`config.mk`:
```
export PLATFORM = sky130hd
export DESIGN_NAME = branch_seq
export DESIGN_NICKNAME = d
export VERILOG_FILES = /design/src/rtl/branch_seq.sv
export SDC_FILE = /design/constraint.sdc
export NUM_CORES = 1
export LEC_CHECK = 0
export BUFFER_PORTS_ARGS = -buffer_cell sky130_fd_sc_hd__buf_2
export CAP_MARGIN = 40
export CORE_MARGIN = 8
export CORE_UTILIZATION = 30
export DETAILED_ROUTE_END_ITERATION = 8
export PLACE_DENSITY = 0.55
export SETUP_SLACK_MARGIN = 0.3
export SYNTH_ARGS = -nofsm -noshare
export SYNTH_HDL_FRONTEND = slang
export SYNTH_SLANG_ARGS = --single-unit
```
`constraint.sdc`:
```
create_clock -name clk -period 2.79 [get_ports clk]
set_clock_uncertainty 0.1 [all_clocks]
set_input_delay 0.558 -clock clk [delete_from_list [all_inputs] [get_ports clk]]
set_output_delay 0.558 -clock clk [all_outputs]
set_load 0.005 [all_outputs]
```
`src/rtl/branch_seq.sv`:
```
// branch_seq: sequences the ID-stage branch comparator.
// It accepts a branch from decode and stalls IF/ID until the branch's operands are ready.
// It drives the comparator from registered operands and samples its result.
// A taken result produces a one-cycle PC redirect pulse.
// A branch that arrives in the delay slot is reported on err and is not accepted.
// The optional statistics counters are enabled by defining BRANCH_SEQ_STATS_EN.
module branch_seq #(
    parameter int unsigned MAX_WAIT = 4
) (
    input  logic        clk,
    input  logic        rst_n,
    input  logic        br_valid,
    input  logic [2:0]  br_op,
    input  logic [31:0] br_pc,
    input  logic [15:0] br_off,
    input  logic [31:0] rs_val,
    input  logic [31:0] rt_val,
    input  logic        rs_rdy,
    input  logic        rt_rdy,
    output logic [31:0] cmp_a,
    output logic [31:0] cmp_b,
    output logic [2:0]  cmp_op,
    input  logic        cmp_br,
    output logic        stall,
    output logic        redirect,
    output logic [31:0] redirect_pc,
    output logic        busy,
    output logic        err,
    output logic [31:0] taken_cnt,
    output logic [31:0] stall_cnt
);

    typedef enum logic [1:0] {
        S_IDLE,
        S_WAIT_OPS,
        S_EVAL,
        S_SLOT
    } state_t;

    localparam logic [2:0] OP_ILLEGAL = 3'd7;

    state_t      r_state;
    state_t      w_state_nxt;
    logic [31:0] r_cmp_a;
    logic [31:0] r_cmp_b;
    logic [2:0]  r_cmp_op;
    logic [31:0] r_pc;
    logic [15:0] r_off;
    logic [3:0]  r_wait_cnt;
    logic        r_redirect;
    logic [31:0] r_redirect_pc;
    logic        r_err;

    logic        w_idle_rdy;
    logic        w_wait_rdy;
    logic        w_accept;
    logic        w_start_wait;
    logic        w_load_ops;
    logic        w_inc_wait;
    logic        w_take;
    logic        w_err_nxt;
    logic        w_stall;
    logic [31:0] w_target;

    // Ops 0,1 compare rs with rt, ops 2-5 test rs only, and op 6 needs no operand.
    function automatic logic f_ops_rdy(input logic [2:0] op, input logic rs, input logic rt);
        logic rdy;
        case (op)
            3'd0, 3'd1:                     rdy = rs & rt;
            3'd2, 3'd3, 3'd4, 3'd5:         rdy = rs;
            default:                        rdy = 1'b1;
        endcase
        return rdy;
    endfunction

    assign w_idle_rdy = f_ops_rdy(br_op, rs_rdy, rt_rdy);
    assign w_wait_rdy = f_ops_rdy(r_cmp_op, rs_rdy, rt_rdy);
    assign w_target   = r_pc + 32'd4 + {{14{r_off[15]}}, r_off, 2'b00};

    // Next-state and per-cycle control decode.
    always_comb begin
        w_state_nxt  = r_state;
        w_accept     = 1'b0;
        w_start_wait = 1'b0;
        w_load_ops   = 1'b0;
        w_inc_wait   = 1'b0;
        w_take       = 1'b0;
        w_err_nxt    = 1'b0;
        w_stall      = 1'b0;
        case (r_state)
            S_IDLE: begin
                if (br_valid) begin
                    if (br_op == OP_ILLEGAL) begin
                        w_err_nxt = 1'b1;
                    end else if (w_idle_rdy) begin
                        w_accept    = 1'b1;
                        w_load_ops  = 1'b1;
                        w_state_nxt = S_EVAL;
                    end else begin
                        w_accept     = 1'b1;
                        w_start_wait = 1'b1;
                        w_stall      = 1'b1;
                        w_state_nxt  = S_WAIT_OPS;
                    end
                end
            end
            S_WAIT_OPS: begin
                w_stall = 1'b1;
                if (w_wait_rdy) begin
                    w_load_ops  = 1'b1;
                    w_state_nxt = S_EVAL;
                end else if (r_wait_cnt == 4'(MAX_WAIT)) begin
                    w_err_nxt   = 1'b1;
                    w_state_nxt = S_IDLE;
                end else begin
                    w_inc_wait = 1'b1;
                end
            end
            S_EVAL: begin
                w_take      = cmp_br;
                w_state_nxt = S_SLOT;
            end
            S_SLOT: begin
                w_err_nxt   = br_valid;
                w_state_nxt = S_IDLE;
            end
            default: w_state_nxt = S_IDLE;
        endcase
    end

    // State register.
    always_ff @(posedge clk or negedge rst_n) begin
        if (!rst_n) r_state <= S_IDLE;
        else        r_state <= w_state_nxt;
    end

    // Latched branch fields, comparator operands, watchdog and output pulses.
    always_ff @(posedge clk or negedge rst_n) begin
        if (!rst_n) begin
            r_cmp_a       <= '0;
            r_cmp_b       <= '0;
            r_cmp_op      <= '0;
            r_pc          <= '0;
            r_off         <= '0;
            r_wait_cnt    <= '0;
            r_redirect    <= 1'b0;
            r_redirect_pc <= '0;
            r_err         <= 1'b0;
        end else begin
            if (w_accept) begin
                r_cmp_op <= br_op;
                r_pc     <= br_pc;
                r_off    <= br_off;
            end
            if (w_load_ops) begin
                r_cmp_a <= rs_val;
                r_cmp_b <= rt_val;
            end
            if (w_start_wait)    r_wait_cnt <= 4'd1;
            else if (w_inc_wait) r_wait_cnt <= r_wait_cnt + 4'd1;
            r_redirect <= w_take;
            if (w_take) r_redirect_pc <= w_target;
            r_err <= w_err_nxt;
        end
    end

`ifdef BRANCH_SEQ_STATS_EN
    logic [31:0] r_taken_cnt;
    logic [31:0] r_stall_cnt;

    // Statistics counters: taken branches and stalled cycles; both wrap at 2^32.
    always_ff @(posedge clk or negedge rst_n) begin
        if (!rst_n) begin
            r_taken_cnt <= '0;
            r_stall_cnt <= '0;
        end else begin
            if (w_take)  r_taken_cnt <= r_taken_cnt + 32'd1;
            if (w_stall) r_stall_cnt <= r_stall_cnt + 32'd1;
        end
    end

    assign taken_cnt = r_taken_cnt;
    assign stall_cnt = r_stall_cnt;
`else
    assign taken_cnt = '0;
    assign stall_cnt = '0;
`endif

    assign cmp_a       = r_cmp_a;
    assign cmp_b       = r_cmp_b;
    assign cmp_op      = r_cmp_op;
    assign stall       = w_stall;
    assign redirect    = r_redirect;
    assign redirect_pc = r_redirect_pc;
    assign busy        = (r_state != S_IDLE);
    assign err         = r_err;

endmodule

```
==> key figures, run 1 <==
Clocking
  – Clock Latency Late Sink: approximately 420 ps
  – Max Root-Sink Buffers: 2
  – CTS tree: built
  – CTS clock-pin slew for the worst setup and hold paths: approximately 80 ps
  – H-tree depth: 4
  – Clk root buf: clkbuf_16
  – CTS sink count: between 150 and 200
  – Post-CTS Hold Fix Bufs: 0
  – CTS buffer count: 17

Setup path
  – Crit end category: flip-flop
  – Worst R2R Path Depth: 9
  – Worst Path Required: approximately 3000 ps
  – Reg2reg end: redirect_pc[29]
  – Delay-heaviest family, CP: compound AO/OA/AOI/OAI gates
  – Crit path top cell by count: ha_4
  – Max incr delay on CP: between 400 and 500 ps
  – Worst-path fanout max: 5
  – Arr. time, crit path: roughly 2900 ps
  – Worst r2r src: r_pc[3]
  – CP bufs+invs: 0
  – Critical Path, Cell by Cell: ha_4 > ha_4 > fa_2 > a211oi_4 > o21bai_2 > a21o_1 > a221o_1 > a211o_1 > nand3_1
  – R2R setup slack: approximately 120 ps
  – Kind of critical path: reg -> reg
  – CP max stage cell: dfrtp_1
  – Critical Path Start Type: flip-flop

Route
  – Drt drc: 0
  – Wire per inst: 17.3 microns
  – First DRT Iteration DRCs: 309
  – Final WL: approximately 24 mm
  – Post-route ant nets: 0
  – Via Count: approximately 6.4k
  – First-pass iteration count of the detailed router: 5
  – Via/cell ratio: 4.57

Floorplanning
  – IO Count: 288
  – Initial Util: a little under a third
  – Rows: around 60
  – DIE WIDTH: 184 microns
  – Die height: roughly 180 microns
  – Core Box Area: around 0.028 sq mm
  – Die area: approximately 0.034 sq mm

STA
  – Final WS setup: approximately 120 ps
  – Final setup viols: 0
  – Fin Hold WS: -23.0 ps
  – TNS Setup: 0 ps
  – Final Max Tran Viols: 0
  – RSZ-0062 raised after global routing: true
  – Hold Vio Cnt, Final: 11
  – Part of the cycle the worst path needs: between 90% and 100%
  – Max-slew headroom: ~63%
  – Worst Tran Pin Value: about 560 ps
  – F_max: 375 MHz
  – Final Critical Period: between 2000 and 3000 ps

GRT
  – Vias in the first global route: about 6.5k
  – Initial antenna violation count: 0
  – GR Util All Layers: roughly 14%
  – Largest net degree at the start of global routing: 63
  – Global-route wire length before repair: 36.9 mm
  – Total global routing overflow: 0

Finish
  – Final #Nets: around 1.2k
  – Final instance area: roughly 0.012 sq mm
  – Layout cell share with drive strength beyond 1: around half
  – Final Core Density: ~41%
  – Syn-to-layout area delta: 35.6%

Placed design
  – Buffers on Ports: 223
  – DP HPWL: about 18 mm
  – Worst slack, placed: -25.6 ps
  – Post-Place Cell Area: ~0.0099 sq mm
  – RePlAce Congestion: 0.829

Synthesis
  – Avg Inst Size Synth: around 11 sq um
  – Post-synth ARST share: 100%
  – Post-synthesis sequential area ratio: 45.7%
  – Yosys reg bits: roughly 160
  – Post-synthesis cell count: 742
  – Top_reg_cell synth: dfrtp_1
  – Synth unique cells: 65
  – Yosys warnings: 0
  – EDFF count, synth: 0
  – Cell Area, Synth: 0.00849 sq mm

Status
  – Status: complete, but fails checks
  – Failing checks: negative hold slack

Pwr
  – Worst vdd ir: roughly 0.57 mV
  – Leak: about 5.4 nW
  – Power per standard cell area: around 1600 mW/mm^2

Worst hold path
  – Worst hold-check path type: in -> async

Job
  – Max-Cap Viols: 0
[cells by family after synthesis]
| group | synth area share [%] |
|---|---|
| AOI/OAI and AO/OA | 10.7 |
| xor gates and xnor gates | 1.86 |
| adders and majority gates | 9.23 |
| buffers and inverters | 8.34 |
| DFF | 45.7 |
| muxes | 15.6 |
| other | 0.0442 |
| and+or+nand+nor | 8.56 |
[placed cells by master, fill, tap and decap left out, types with 17 or more instances in the layout]
| cell type | netlist | final |
|---|---|---|
| buf_2 | 14 | 222 |
| dfrtp_1 | 155 | 152 |
| mux2_2 | 93 | 93 |
| conb_1 | 1 | 64 |
| nand2_1 | 54 | 52 |
| buf_4 | 64 | 39 |
| ha_4 | 0 | 38 |
| mux2_1 | 22 | 22 |
| ha_1 | 61 | 22 |
| a21o_1 | 21 | 21 |
| nor2_1 | 22 | 21 |
| a21oi_1 | 28 | 20 |
| o21ai_0 | 27 | 20 |
| clkbuf_16 | 0 | 17 |
[metal layers]
metal / GRT usage [%] / share of wire (%) / up-vias
met5: 0 / 0 / -
met4: 3.03 / 0.75 / 0
met3: 2.95 / 5.2 / 13
met2: 22.9 / 50 / 173
met1: 18.1 / 44 / 3124
li1: - / - / 3075
[stage by stage]
step                power, W  hold slack, ps  instances
floorplan            0.00998             162        805
global placement      0.0127             342       1333
detailed placement    0.0128             343       1333
CTS                   0.0167            1.07       1377
global route          0.0196            7.09       1396
finish                0.0181           -23.0       1397
[registers in the layout (all words and copies together), names as in the netlist]
register     cells
cmp_a           32
cmp_b           32
r_pc            32
redirect_pc     32
r_off           16
r_wait_cnt       4
cmp_op           3
r_state          2
err              1
redirect         1
[Yosys cell counts (5+ instances only)]
cell | instances | area share, %
a21o_1 | 21 | 1.9
nor3_1 | 8 | 0.47
nand4_1 | 9 | 0.66
buf_4 | 64 | 5.7
nor2_1 | 22 | 0.97
dfrtp_1 | 155 | 46
inv_1 | 15 | 0.66
xnor2_1 | 14 | 1.4
o31ai_1 | 7 | 0.62
o21ai_0 | 27 | 1.6
o21bai_1 | 5 | 0.44
a21oi_1 | 28 | 1.7
nand3_1 | 19 | 1.1
nand2_1 | 54 | 2.4
ha_1 | 61 | 9.0
mux2_2 | 93 | 12
buf_6 | 6 | 0.80
clkbuf_1 | 8 | 0.35
mux2_1 | 22 | 2.9
buf_2 | 14 | 0.83
[report_power, final]
| group | total (W) | switching [W] | internal, W |
|---|---|---|---|
| clock | 0.00234 | 0.00113 | 0.00121 |
| sequential | 0.00411 | 0.000709 | 0.00340 |
| combinational | 0.0117 | 0.00571 | 0.00596 |
| total | 0.0181 | 0.00754 | 0.0106 |
[how the worst max path moves through the flow]
stage | startpoint | end | slack [ps] | cells past startpoint
detailed placement | r_pc[3] | redirect_pc[25] | -30 | 9
CTS | r_pc[3] | redirect_pc[29] | 60 | 9
global route | r_pc[3] | redirect_pc[29] | 1 | 9
finish | r_pc[3] | redirect_pc[29] | 120 | 9
floorplan | r_pc[3] | redirect_pc[29] | 190 | 9
global placement | r_pc[3] | redirect_pc[29] | 30 | 9
[area by class of cell]
| type | count | area [sq um] |
|---|---|---|
| fillers | 2758 | 16300 |
| diodes | 1 | 2.50 |
| clock buffers | 17 | 425 |
| well taps | 378 | 473 |
| clock inverters | 15 | 168 |
| inverters | 15 | 56.3 |
| flip-flops and latches | 155 | 3880 |
| multi-input cells | 542 | 4900 |
| repair buffers | 274 | 1610 |
[timing repair]
action | CTS | global route
buffers inserted | 12 | 19
hold endpoints to repair | 0 | 0
pin swaps | 27 | 32
gates resized for setup | 63 | 54
setup endpoints to repair | 19 | 71
[worst reg2reg max path, delay by kind of cell (launching register included)]
kind,cells,cell delay [ps]
DFF,1,410
adders and majority gates,3,790
and+or+nand+nor,1,60
AOI/OAI and AO/OA,5,1240
Power figures use the tool's default switching activity.
==> run 2, diff against run 1 <==
- PLACE_DENSITY: 0.55 -> 0.53
- clock period: 2.79 -> 2.92 ns (I/O delays scaled with it)
==> key figures, run 2 (synthesized netlist as in run 1, its figures left out) <==
STA
  – Max-slew headroom: 52.6% (was 62.8%)
  – TNS Setup: 0 ps (unchanged)
  – F_max: 369 MHz (was 375 MHz)
  – RSZ-0062 raised after global routing: true (unchanged)
  – Final Critical Period: 2710 ps (was 2670 ps)
  – Part of the cycle the worst path needs: 92.9% (was 95.7%)
  – Worst Tran Pin Value: 711 ps (was 558 ps)
  – Final Max Tran Viols: 0 (unchanged)
  – Final setup viols: 0 (unchanged)
  – Hold Vio Cnt, Final: 0 (was 11)

Finish
  – Layout cell share with drive strength beyond 1: 43.8% (was 49.0%)
  – Most frequent cells in the layout: buf_2 (222), dfrtp_1 (152), mux2_2 (93), conb_1 (64), nand2_1 (53) (was buf_2 (222), dfrtp_1 (152), mux2_2 (93), conb_1 (64), nand2_1 (52))
  – Commonest non-fill, non-tap cell in the layout: buf_2 (unchanged)
  – Syn-to-layout area delta: 28.3% (was 35.6%)
  – Final #Nets: 1,162 (was 1,188)
  – Post-route insts no fill: 1,371 (was 1,397)

Pwr
  – Leak: 5.21 nW (was 5.40 nW)
  – Flop pwr share: 24.9% (was 22.7%)
  – Clk pwr share: 14.9% (was 12.9%)
  – Switching part of the total: 41.8% (was 41.6%)
  – Logic pwr share: 60.2% (was 64.4%)
  – P_int: 0.00908 W (was 0.0106 W)
  – Worst vdd ir: 0.495 mV (was 0.567 mV)
  – Power per standard cell area: 1430 mW/mm^2 (was 1570 mW/mm^2)
  – Net Sw Power: 0.00652 W (was 0.00754 W)

Route
  – Via/cell ratio: 4.57 (about the same)
  – First DRT Iteration DRCs: 310 (was 309)
  – Post-route ant nets: 0 (unchanged)
  – Drt drc: 0 (unchanged)
  – Final WL: 23.3 mm (was 24.1 mm)
  – Wire per inst: 17.0 microns (was 17.3 microns)
  – Via Count: 6,272 (was 6,385)
  – First-pass iteration count of the detailed router: 4 (was 5)

Setup path
  – CP bufs+invs: 0 (unchanged)
  – Worst-path fanout max: 5 (unchanged)
  – Worst Setup SP: r_pc[3] (unchanged)
  – CP max stage cell: a221o_1 (was dfrtp_1)
  – Worst R2R Path Depth: 9 (unchanged)
  – R2R setup slack: 210 ps (was 120 ps)
  – Kind of critical path: reg -> reg (unchanged)
  – Reg2reg end: redirect_pc[29] (unchanged)
  – Worst r2r src: r_pc[3] (unchanged)
  – Worst path depth: 9 (unchanged)
  – Critical Path, Cell by Cell: ha_1 > ha_2 > fa_2 > a211oi_2 > o21bai_2 > a21o_1 > a221o_1 > a211o_1 > nand3_1 (was ha_4 > ha_4 > fa_2 > a211oi_4 > o21bai_2 > a21o_1 > a221o_1 > a211o_1 > nand3_1)
  – Delay-heaviest family, CP: compound AO/OA/AOI/OAI gates (unchanged)
  – Max incr delay on CP: 430 ps (was 410 ps)
  – Critical Path Start Type: flip-flop (unchanged)
  – Worst Path Required: 3170 ps (was 3040 ps)
  – Crit end category: flip-flop (unchanged)
  – Arr. time, crit path: 2970 ps (was 2920 ps)

Placed design
  – Buffers on Ports: 223 (unchanged)
  – Placed cells: 1,330 (was 1,333)
  – DP HPWL: 17.8 mm (was 18.0 mm)
  – RePlAce Congestion: 0.807 (was 0.829)

Clocking
  – CTS sink count: 155 (unchanged)
  – CTS buffer count: 17 (unchanged)
  – Clock Latency Late Sink: 420 ps (about the same)
  – CTS tree: built (unchanged)
  – H-tree depth: 4 (unchanged)
  – Max Root-Sink Buffers: 2 (unchanged)
  – CTS clock-pin slew for the worst setup and hold paths: 70 ps (was 80 ps)
  – Clk root buf: clkbuf_16 (unchanged)

GRT
  – Vias in the first global route: 6,467 (was 6,462)
  – Largest net degree at the start of global routing: 63 (unchanged)
  – GR Util All Layers: 13.4% (was 13.8%)
  – Global-route wire length before repair: 36.3 mm (was 36.9 mm)
  – Initial antenna violation count: 1 (was 0)
  – Total global routing overflow: 0 (unchanged)

Floorplanning
  – IO Count: 288 (unchanged)
  – Initial Util: 30.5% (unchanged)
  – Core Box Area: 0.0279 sq mm (unchanged)
  – Rows: 61 (unchanged)
  – Die height: 184 microns (unchanged)
  – Die area: 0.0339 sq mm (unchanged)
  – DIE WIDTH: 184 microns (unchanged)

Worst hold path
  – Worst hold-check path type: in -> async (unchanged)

Status
  – Status: finished clean (was complete, but fails checks)

Job
  – Max-Cap Viols: 0 (unchanged)
-- run 2: worst reg2reg max path, stage by stage (launching register included) --
cell and delay [ps]:
dfrtp_1 380, ha_1 300, ha_2 200, fa_2 350, a211oi_2 240, o21bai_2 110, a21o_1 190, a221o_1 430
a211o_1 290, nand3_1 60
-- run 2: worst max path at each step --
stage / end
after floorplan: redirect_pc[29]
after detailed placement: redirect_pc[29]
final: redirect_pc[29]
after global placement: cmp_a[15]
after global routing: redirect_pc[25]
after CTS: redirect_pc[29]
-- run 2: final cells by class --
| type | instances | area [sq um] |
|---|---|---|
| antenna | 1 | 2.50 |
| multi-input combinational | 542 | 4480 |
| tap | 378 | 473 |
| timing repair buffer | 248 | 1390 |
| clock buffer | 18 | 429 |
| clock inverter | 14 | 178 |
| fill | 2798 | 17000 |
| inverter | 15 | 56.3 |
| sequential | 155 | 3880 |
-- run 2: what timing repair did --
action                                  in CTS  in global routing
hold buffers                                 0                  0
setup buffers                                6                  2
endpoints found under the setup margin      13                 16
resized for setup                           21                 41
pin swaps                                   11                 11
-- run 2: per-stage QoR --
step	instance area, sq um	utilization (%)	setup WS [ps]	hold slack [ps]	power, W
after global routing	10900	39.1	105	52.4	0.0169
after detailed placement	9870	35.4	85.8	353	0.0121
after global placement	9850	35.4	130	347	0.0120
final	10900	39.1	208	23.6	0.0156
after CTS	10600	38.2	152	32.5	0.0149
after floorplan	8740	-	315	188	0.00949
-- run 2: routing by layer --
metal,track usage [%],routed length [microns],up-vias
met5,0,0,-
met4,3.58,208,0
met3,2.50,1080,11
met2,22.7,11700,165
met1,17.4,10200,3086
li1,-,-,3010
-- run 2: power by group through the flow --
stage	logic (W)	registers, W	clock network [W]
detailed placement	0.00812	0.00395	0
finish	0.00940	0.00389	0.00232
global route	0.0104	0.00405	0.00249
CTS	0.00864	0.00389	0.00240
floorplan	0.00565	0.00384	0
global placement	0.00807	0.00392	0
